==> src/rtl/gray_conv_pipe_if.sv <==
// Bundle of the input/output beat channels of gray_conv_pipe.
//
// Handshake: a beat moves across a side on a rising clock edge where that
// side's valid and ready are both high. A producer holds valid and its
// payload until the transfer happens. The consumer's ready may depend
// combinationally on the downstream ready. in_ready is such a signal:
// it is derived from out_ready in the same cycle.
interface gray_conv_pipe_if #(
  parameter int WIDTH = 8
);
  logic             in_valid;
  logic             in_ready;
  logic [1:0]       in_mode;
  logic [WIDTH-1:0] in_data;
  logic             cnt_clr;
  logic             out_valid;
  logic             out_ready;
  logic [WIDTH-1:0] out_data;
  logic [1:0]       out_mode;
  logic             out_err;

  // Producer/consumer side (testbench or surrounding datapath)
  modport master (
    output in_valid, in_mode, in_data, cnt_clr, out_ready,
    input  in_ready, out_valid, out_data, out_mode, out_err
  );

  // Converter side
  modport slave (
    input  in_valid, in_mode, in_data, cnt_clr, out_ready,
    output in_ready, out_valid, out_data, out_mode, out_err
  );
endinterface

==> src/rtl/gray_conv_pipe.sv <==
// Two-stage pipelined code converter: binary->Gray, Gray->binary,
// per-digit BCD->Gray with an invalid-digit flag, and an internal Gray
// counter. The result is computed combinationally before stage 1. Stage 2
// holds the output registers. Ready propagates backwards combinationally,
// so there is no skid buffer.
module gray_conv_pipe #(
  parameter int WIDTH = 8
) (
  input  logic             clk,
  input  logic             rst,
  gray_conv_pipe_if.slave  bus
);

  localparam logic [1:0] MODE_B2G   = 2'd0;
  localparam logic [1:0] MODE_G2B   = 2'd1;
  localparam logic [1:0] MODE_BCD   = 2'd2;
  localparam logic [1:0] MODE_COUNT = 2'd3;
  localparam int         NDIG       = WIDTH / 4;

  if ((WIDTH % 4) != 0 || WIDTH < 4) begin : g_width_check
    $error("gray_conv_pipe: WIDTH must be a multiple of 4 and at least 4");
  end

  logic             s1_valid_q;
  logic [WIDTH-1:0] s1_data_q;
  logic [1:0]       s1_mode_q;
  logic             s1_err_q;
  logic             s2_valid_q;
  logic [WIDTH-1:0] s2_data_q;
  logic [1:0]       s2_mode_q;
  logic             s2_err_q;
  logic [WIDTH-1:0] cnt_q;
  logic [WIDTH-1:0] cnt_d;
  logic [WIDTH-1:0] res_d;
  logic             err_d;
  logic [3:0]       nib;
  logic             adv1;
  logic             adv2;
  logic             accept;

  // Backpressure chain: a stage may load when empty or when its contents
  // leave at the same edge.
  always_comb begin
    adv2   = !s2_valid_q || bus.out_ready;
    adv1   = !s1_valid_q || adv2;
    accept = bus.in_valid && adv1;
  end

  assign bus.in_ready  = adv1;
  assign bus.out_valid = s2_valid_q;
  assign bus.out_data  = s2_data_q;
  assign bus.out_mode  = s2_mode_q;
  assign bus.out_err   = s2_err_q;

  // Per-mode conversion of the incoming operand (or of the counter)
  always_comb begin
    res_d = '0;
    err_d = 1'b0;
    nib   = '0;
    case (bus.in_mode)
      MODE_B2G: res_d = bus.in_data ^ (bus.in_data >> 1);
      MODE_G2B: begin
        // Binary bit i is the XOR of all Gray bits from i upwards.
        for (int i = 0; i < WIDTH; i++) begin
          res_d[i] = ^(bus.in_data >> i);
        end
      end
      MODE_BCD: begin
        // Digits are independent; an invalid digit zeroes only itself.
        for (int k = 0; k < NDIG; k++) begin
          nib = bus.in_data[4*k +: 4];
          if (nib > 4'd9) begin
            res_d[4*k +: 4] = 4'b0000;
            err_d           = 1'b1;
          end else begin
            res_d[4*k +: 4] = nib ^ (nib >> 1);
          end
        end
      end
      default: res_d = cnt_q ^ (cnt_q >> 1);
    endcase
  end

  // Counter next state: clear wins over an accepted COUNT beat, which
  // still reports the pre-clear value.
  always_comb begin
    cnt_d = cnt_q;
    if (bus.cnt_clr) begin
      cnt_d = '0;
    end else if (accept && bus.in_mode == MODE_COUNT) begin
      cnt_d = cnt_q + WIDTH'(1);
    end
  end

  // Counter register
  always_ff @(posedge clk or posedge rst) begin
    if (rst) begin
      cnt_q <= '0;
    end else begin
      cnt_q <= cnt_d;
    end
  end

  // Stage 1: capture a fresh result, or empty out when contents move on
  always_ff @(posedge clk or posedge rst) begin
    if (rst) begin
      s1_valid_q <= 1'b0;
      s1_data_q  <= '0;
      s1_mode_q  <= '0;
      s1_err_q   <= 1'b0;
    end else if (accept) begin
      s1_valid_q <= 1'b1;
      s1_data_q  <= res_d;
      s1_mode_q  <= bus.in_mode;
      s1_err_q   <= err_d;
    end else if (adv2) begin
      s1_valid_q <= 1'b0;
    end
  end

  // Stage 2 (output registers): take stage 1 whenever the output may advance
  always_ff @(posedge clk or posedge rst) begin
    if (rst) begin
      s2_valid_q <= 1'b0;
      s2_data_q  <= '0;
      s2_mode_q  <= '0;
      s2_err_q   <= 1'b0;
    end else if (adv2) begin
      s2_valid_q <= s1_valid_q;
      if (s1_valid_q) begin
        s2_data_q <= s1_data_q;
        s2_mode_q <= s1_mode_q;
        s2_err_q  <= s1_err_q;
      end
    end
  end

endmodule

==> src/flat_wrapper.sv <==
// flat-port wrapper written by rule: the top's interface ports become plain ports
module gray_conv_pipe_flat 
#(
  parameter int WIDTH = 8
)
  (clk, rst, bus_in_valid, bus_in_mode, bus_in_data, bus_cnt_clr, bus_out_ready, bus_in_ready, bus_out_valid, bus_out_data, bus_out_mode, bus_out_err);
  gray_conv_pipe_if #(.WIDTH(WIDTH)) bus_i ();
  input  logic clk;
  input  logic rst;
  input wire logic [$bits(bus_i.in_valid)-1:0] bus_in_valid;
  input wire logic [$bits(bus_i.in_mode)-1:0] bus_in_mode;
  input wire logic [$bits(bus_i.in_data)-1:0] bus_in_data;
  input wire logic [$bits(bus_i.cnt_clr)-1:0] bus_cnt_clr;
  input wire logic [$bits(bus_i.out_ready)-1:0] bus_out_ready;
  output wire logic [$bits(bus_i.in_ready)-1:0] bus_in_ready;
  output wire logic [$bits(bus_i.out_valid)-1:0] bus_out_valid;
  output wire logic [$bits(bus_i.out_data)-1:0] bus_out_data;
  output wire logic [$bits(bus_i.out_mode)-1:0] bus_out_mode;
  output wire logic [$bits(bus_i.out_err)-1:0] bus_out_err;
  assign bus_i.in_valid = bus_in_valid;
  assign bus_i.in_mode = bus_in_mode;
  assign bus_i.in_data = bus_in_data;
  assign bus_i.cnt_clr = bus_cnt_clr;
  assign bus_i.out_ready = bus_out_ready;
  assign bus_in_ready = bus_i.in_ready;
  assign bus_out_valid = bus_i.out_valid;
  assign bus_out_data = bus_i.out_data;
  assign bus_out_mode = bus_i.out_mode;
  assign bus_out_err = bus_i.out_err;
  gray_conv_pipe #(.WIDTH(WIDTH)) u_core (.clk(clk), .rst(rst), .bus(bus_i));
endmodule
==> config.mk <==
export PLATFORM = sky130hd
export DESIGN_NAME = gray_conv_pipe_flat
export DESIGN_NICKNAME = d
export VERILOG_FILES = /design/src/rtl/gray_conv_pipe_if.sv /design/src/rtl/gray_conv_pipe.sv /design/src/flat_wrapper.sv
export SDC_FILE = /design/constraint.sdc
export NUM_CORES = 1
export LEC_CHECK = 0
export CAP_MARGIN = 40
export CORE_ASPECT_RATIO = 1.1
export CORE_MARGIN = 10
export CORE_UTILIZATION = 25
export CTS_CLUSTER_DIAMETER = 100
export DETAILED_ROUTE_END_ITERATION = 12
export PLACE_DENSITY = 0.43
export SLEW_MARGIN = 25
export SYNTH_ARGS = -nofsm -noshare
export SYNTH_HDL_FRONTEND = slang
export SYNTH_SLANG_ARGS = --single-unit
==> constraint.sdc <==
create_clock -name clk -period 1.7 [get_ports clk]
set_input_delay 0.17 -clock clk [delete_from_list [all_inputs] [get_ports clk]]
set_output_delay 0.17 -clock clk [all_outputs]
set_load 0.005 [all_outputs]
# Yosys cells after proc, flatten, opt, wreduce, memory -nomap -nowiden
# Cells that the tools add are included.
[totals]
elab_cells = 47
out_inout_bits = 13
register_bits = 32
input_bits = 15
[op_classes]
n_eq_ne = 3
bitwise = 4
muxes = 10
add_sub_neg = 1
n_reduce_logical = 18
order_cmp = 2
[ops]
columns = ["operator", "count"]
rows = [
  ["$reduce_xor 8->1", 8],
  ["$pmux 8 s3", 1],
  ["$mux 8", 2],
  ["$xor 8x7->8", 2],
  ["$add 8x1->8 const B", 1],
  ["$gt 4x4->1 const B", 2],
  ["$mux 4", 2],
  ["$xor 4x3->4", 2],
  ["$mux 1", 5],
  ["$eq 2x2->1 const B", 2],
  ["$reduce_bool 2->1", 2],
  ["$eq 2x1->1 const B", 1],
  ["$logic_and 1x1->1", 2],
  ["$logic_not 1->1", 2],
  ["$logic_not 2->1", 1],
  ["$logic_or 1x1->1", 2],
  ["$reduce_and 2->1", 1],
]

# Longest topological paths before layout
# Gate-level depths: netlist of the first run.
[logic_depth]
ltp_word = 7
mapped_depth = 7
ltp_nobuf = 7

# Worst setup path before layout of the first run
# Ideal clock, no wire load.
[synth_timing]
path_kind = "input -> register"
startpoint = "input port bus_in_data[4]"
endpoint = "register u_core.s1_data_q[2]"
stages = 7
arrival_time_ns = 1.281
setup_slack_ns = 0.298
t_required_ns = 1.579
path_buffers = 0
setup_time_ns = 0.121
cell_sequence = "inv_1 -> ha_1 -> xor2_1 -> nor3_1 -> a21oi_1 -> a22o_1 -> a22o_1"
[synth_via]
elab_chain_cells = 2
[synth_rtl]
columns = ["element", "line_no", "text"]
rows = [
  ["start, declared", "flat_wrapper.sv:12", "input wire logic [$bits(bus_i.in_data)-1:0] bus_in_data;"],
  ["$reduce_xor 8->1", "gray_conv_pipe.sv:65", "res_d[i] = ^(bus.in_data >> i);"],
  ["$pmux 8 s3", "gray_conv_pipe.sv:60", "case (bus.in_mode)"],
  ["end signal, assigned", "gray_conv_pipe.sv:113", "s1_data_q <= res_d;"],
  ["end, declared", "gray_conv_pipe.sv:25", "logic [WIDTH-1:0] s1_data_q;"],
]
# No other way between the ends.
# A chain may end at the register's enable or synchronous reset.

# Worst setup path after layout of the first run
[layout_timing]
startpoint = "input port bus_in_data[5]"
endpoint = "register u_core.s1_data_q[2]"
# Same word-level chain as after synthesis.

==> results.cfg, run 1 <==
[run_status]
outcome = finished, final reports clean

[clock_tree]
cts_tree = yes
clk_pin_slew_ps = 70
cts_hold_buffers = 0
clock-sinks = 32
cts_buffer_depth = 2
root_buffer = clkbuf_8
clkLatencyLatePin_ps = 290
htree_levels = 2
cts_made_buffers = 5

[floorplan]
die_w_um = 101
num_io_pins = 28
die_y_um = 109
core_area_um2 = 7050
start_util_pct = 25.7
die_area_um2 = 11000
fp-row-count = 32

[synthesis]
yosysWarnings = 0
ys_async_sr_fraction_pct = 100
yosysTopAreaCell = dfrtp_1
synth_top_area_share_pct = 44.3
synth_edf_count = 0
synth.net_count = 207
synth_area_um2 = 1810
syn_inst = 178
synth-seq-area-share_pct = 44.3
ys_ff_latch = 32
syn_avg_cell_area_um2 = 10.2
ys.flop_type = dfrtp_1
ys_top_cells_by_area = dfrtp_1 (44%), ha_1 (9.7%), mux2_2 (6.9%)
synth_cell_types = 39

[detailed_routing]
wire_per_inst_um = 13.2
firstDrtPassIters = 4
wl_met3_um = 160
via_per_inst = 4.45
highest_layer = met4
route.vias.total = 1420
wl_met1_um = 2050
wl_met2_um = 1910
drt_iter0_drc = 91
ant_nets = 0
totalWireLength_um = 4210
post-route-drc-count = 0

[setup_path]
startpoint_type = input pin
arrival_ps = 1780
crit_chain = clkdlybuf4s50_1, inv_1, ha_1, xor2_2, nor3_2, a21oi_1, a22o_1, a22o_1
slowest_delay_ps = 480
crit_type = input pin to flop
crit_slowest_cell = clkdlybuf4s50_1
crit_path_frequent_cell = a22o_1
crit_fanout = 3
end_kind = flop
cp.required_ps = 1880

[placement]
dp_hpwl_um = 3400
place_inst = 310
dpl-instance-area_um2 = 2370
routabilityCongestion = 0.751
numPortBuffers = 27

[timing]
fin_skew_ps = 7.20
slew_violations = 0
tightest_slew_ps = 418
clock.fmax_mhz = 623
rsz0062_at_grt = yes
fin_setup_tns_ps = 0
fin_crit_ps = 1610
relSlewSlack_pct = 72.1
fin_crit_sh_pct = 94.4
finalSetupViolCount = 0
hold_viol_final = 0

[power_and_ir_drop]
ir_drop_mv = 0.326
power_mw = 2.13
p_leak_nw = 1.17
p_per_area_nw_per_um2 = 858

[cells_and_area]
nets = 262
design_area_um2 = 2480
drive_above_1_share_pct = 23.5
n_antenna_cell = 0
layout_commonest_cell = dfrtp_1
most-common-layout-cells = dfrtp_1 (32), buf_4 (28), clkdlybuf4s50_1 (27)
finish.utilization_pct = 35.3
syn_to_final_growth_pct = 37.4
instances_no_fill = 319

[global_route]
grt_antenna_before_repair = 0
grt_pass1_vias = 1592
grt_overflow = 0
grt_pass1_wl_um = 7460
grt_start_max_net_pins = 33
track_usage_pct = 8.29

[run]
maxCapViolations = 0

[worst_hold_path]
min_path_type = input pin to asynchronous set/reset pin
-- final timing paths --
kind	from	to	slack [ps]	depth (start not counted)
max	bus_in_data[5]	u_core.s1_data_q[2]	90	8
min	rst	u_core.cnt_q[4]	280	3
max reg2reg	u_core.bus.out_valid	u_core.cnt_q[7]	310	5
min reg2reg	u_core.s1_mode_q[0]	u_core.s1_mode_q[0]	480	2
max in group asynchronous	rst	u_core.bus.out_data[2]	1120	3
min in group clk	u_core.s1_mode_q[0]	u_core.s1_mode_q[0]	480	2
-- through the flow --
stage	hold slack (ps)	worst slack [ps]
after floorplan	278	298
after global placement	470	-206
after detailed placement	474	-232
after CTS	300	70.9
after global routing	336	-8.61
final	283	94.6
-- cells by family after synthesis --
logic type,after synthesis,synth area share (%)
AOI/OAI and AO/OA,35,12.5
adders and majority gates,14,9.69
muxes,12,7.40
xor gates and xnor gates,16,9.00
and+or+nand+nor,50,12.8
DFF,32,44.3
buffers and inverters,19,4.29
-- metal layers --
metal  up-vias  GRT usage, %
li1        720             -
met1       671          10.5
met4         0          3.88
met3         7          2.09
met5         -             0
met2        22          12.9
-- where the power goes --
part | internal, mW | total [mW] | switching [mW]
registers | 0.876 | 0.936 | 0.0601
clock network | 0.323 | 0.610 | 0.287
logic | 0.356 | 0.586 | 0.230
-- registers in the layout (all words and copies together) (netlist names) --
signal                flops
u_core.s1_mode_q          2
u_core.bus.out_err        1
u_core.cnt_q              8
u_core.bus.out_data       8
u_core.bus.out_valid      1
u_core.s1_data_q          8
u_core.bus.out_mode       2
u_core.s1_valid_q         1
u_core.s1_err_q           1
-- cells in the mapped netlist (2+ instances only) --
cell	instances
o221ai_1	2
xor2_2	2
nor2_1	13
xnor2_1	4
nand2_1	18
a21oi_1	7
buf_2	5
dfrtp_1	32
nand2b_1	3
nor2b_1	2
nand4_1	3
o21ai_0	3
ha_1	14
inv_1	10
xor2_1	9
nor3_1	2
or2_1	2
a21o_1	2
nand3_1	4
mux2_2	11
clkbuf_1	2
o31ai_1	2
a22o_1	2
o21ai_1	9
-- layout make-up --
cell class,instances,area [um2]
clock buffers,6,82.6
clock inverters,2,10.0
fillers,746,4560
inverters,11,41.3
multi-input cells,127,943
flip-flops and latches,32,801
well taps,85,106
repair buffers,56,500
-- repair_timing --
| item | CTS | global route |
|---|---|---|
| resized for setup | 0 | 3 |
| setup endpoints to repair | 0 | 4 |
| setup buffers | 0 | 1 |
-- critical path, delay by kind of cell --
| kind | cells | cell delay, ps |
|---|---|---|
| buffers and inverters | 2 | 530 |
| AND/OR/NAND/NOR | 1 | 110 |
| XOR/XNOR | 1 | 210 |
| adder cells (fa/ha/maj) | 1 | 320 |
| AO/OA/AOI/OAI | 3 | 450 |
(Power assumes the default switching activity.)
==> run 2, diff against run 1 <==
--- a/config.mk
+++ b/config.mk
@@ -5,7 +5,7 @@
 export SDC_FILE = /design/constraint.sdc
 export NUM_CORES = 1
 export LEC_CHECK = 0
-export CAP_MARGIN = 40
+export CAP_MARGIN = 20
 export CORE_ASPECT_RATIO = 1.1
 export CORE_MARGIN = 10
 export CORE_UTILIZATION = 25
==> results of run 2 <==
The final DEF is identical to that of run 1; final timing and power are the same.
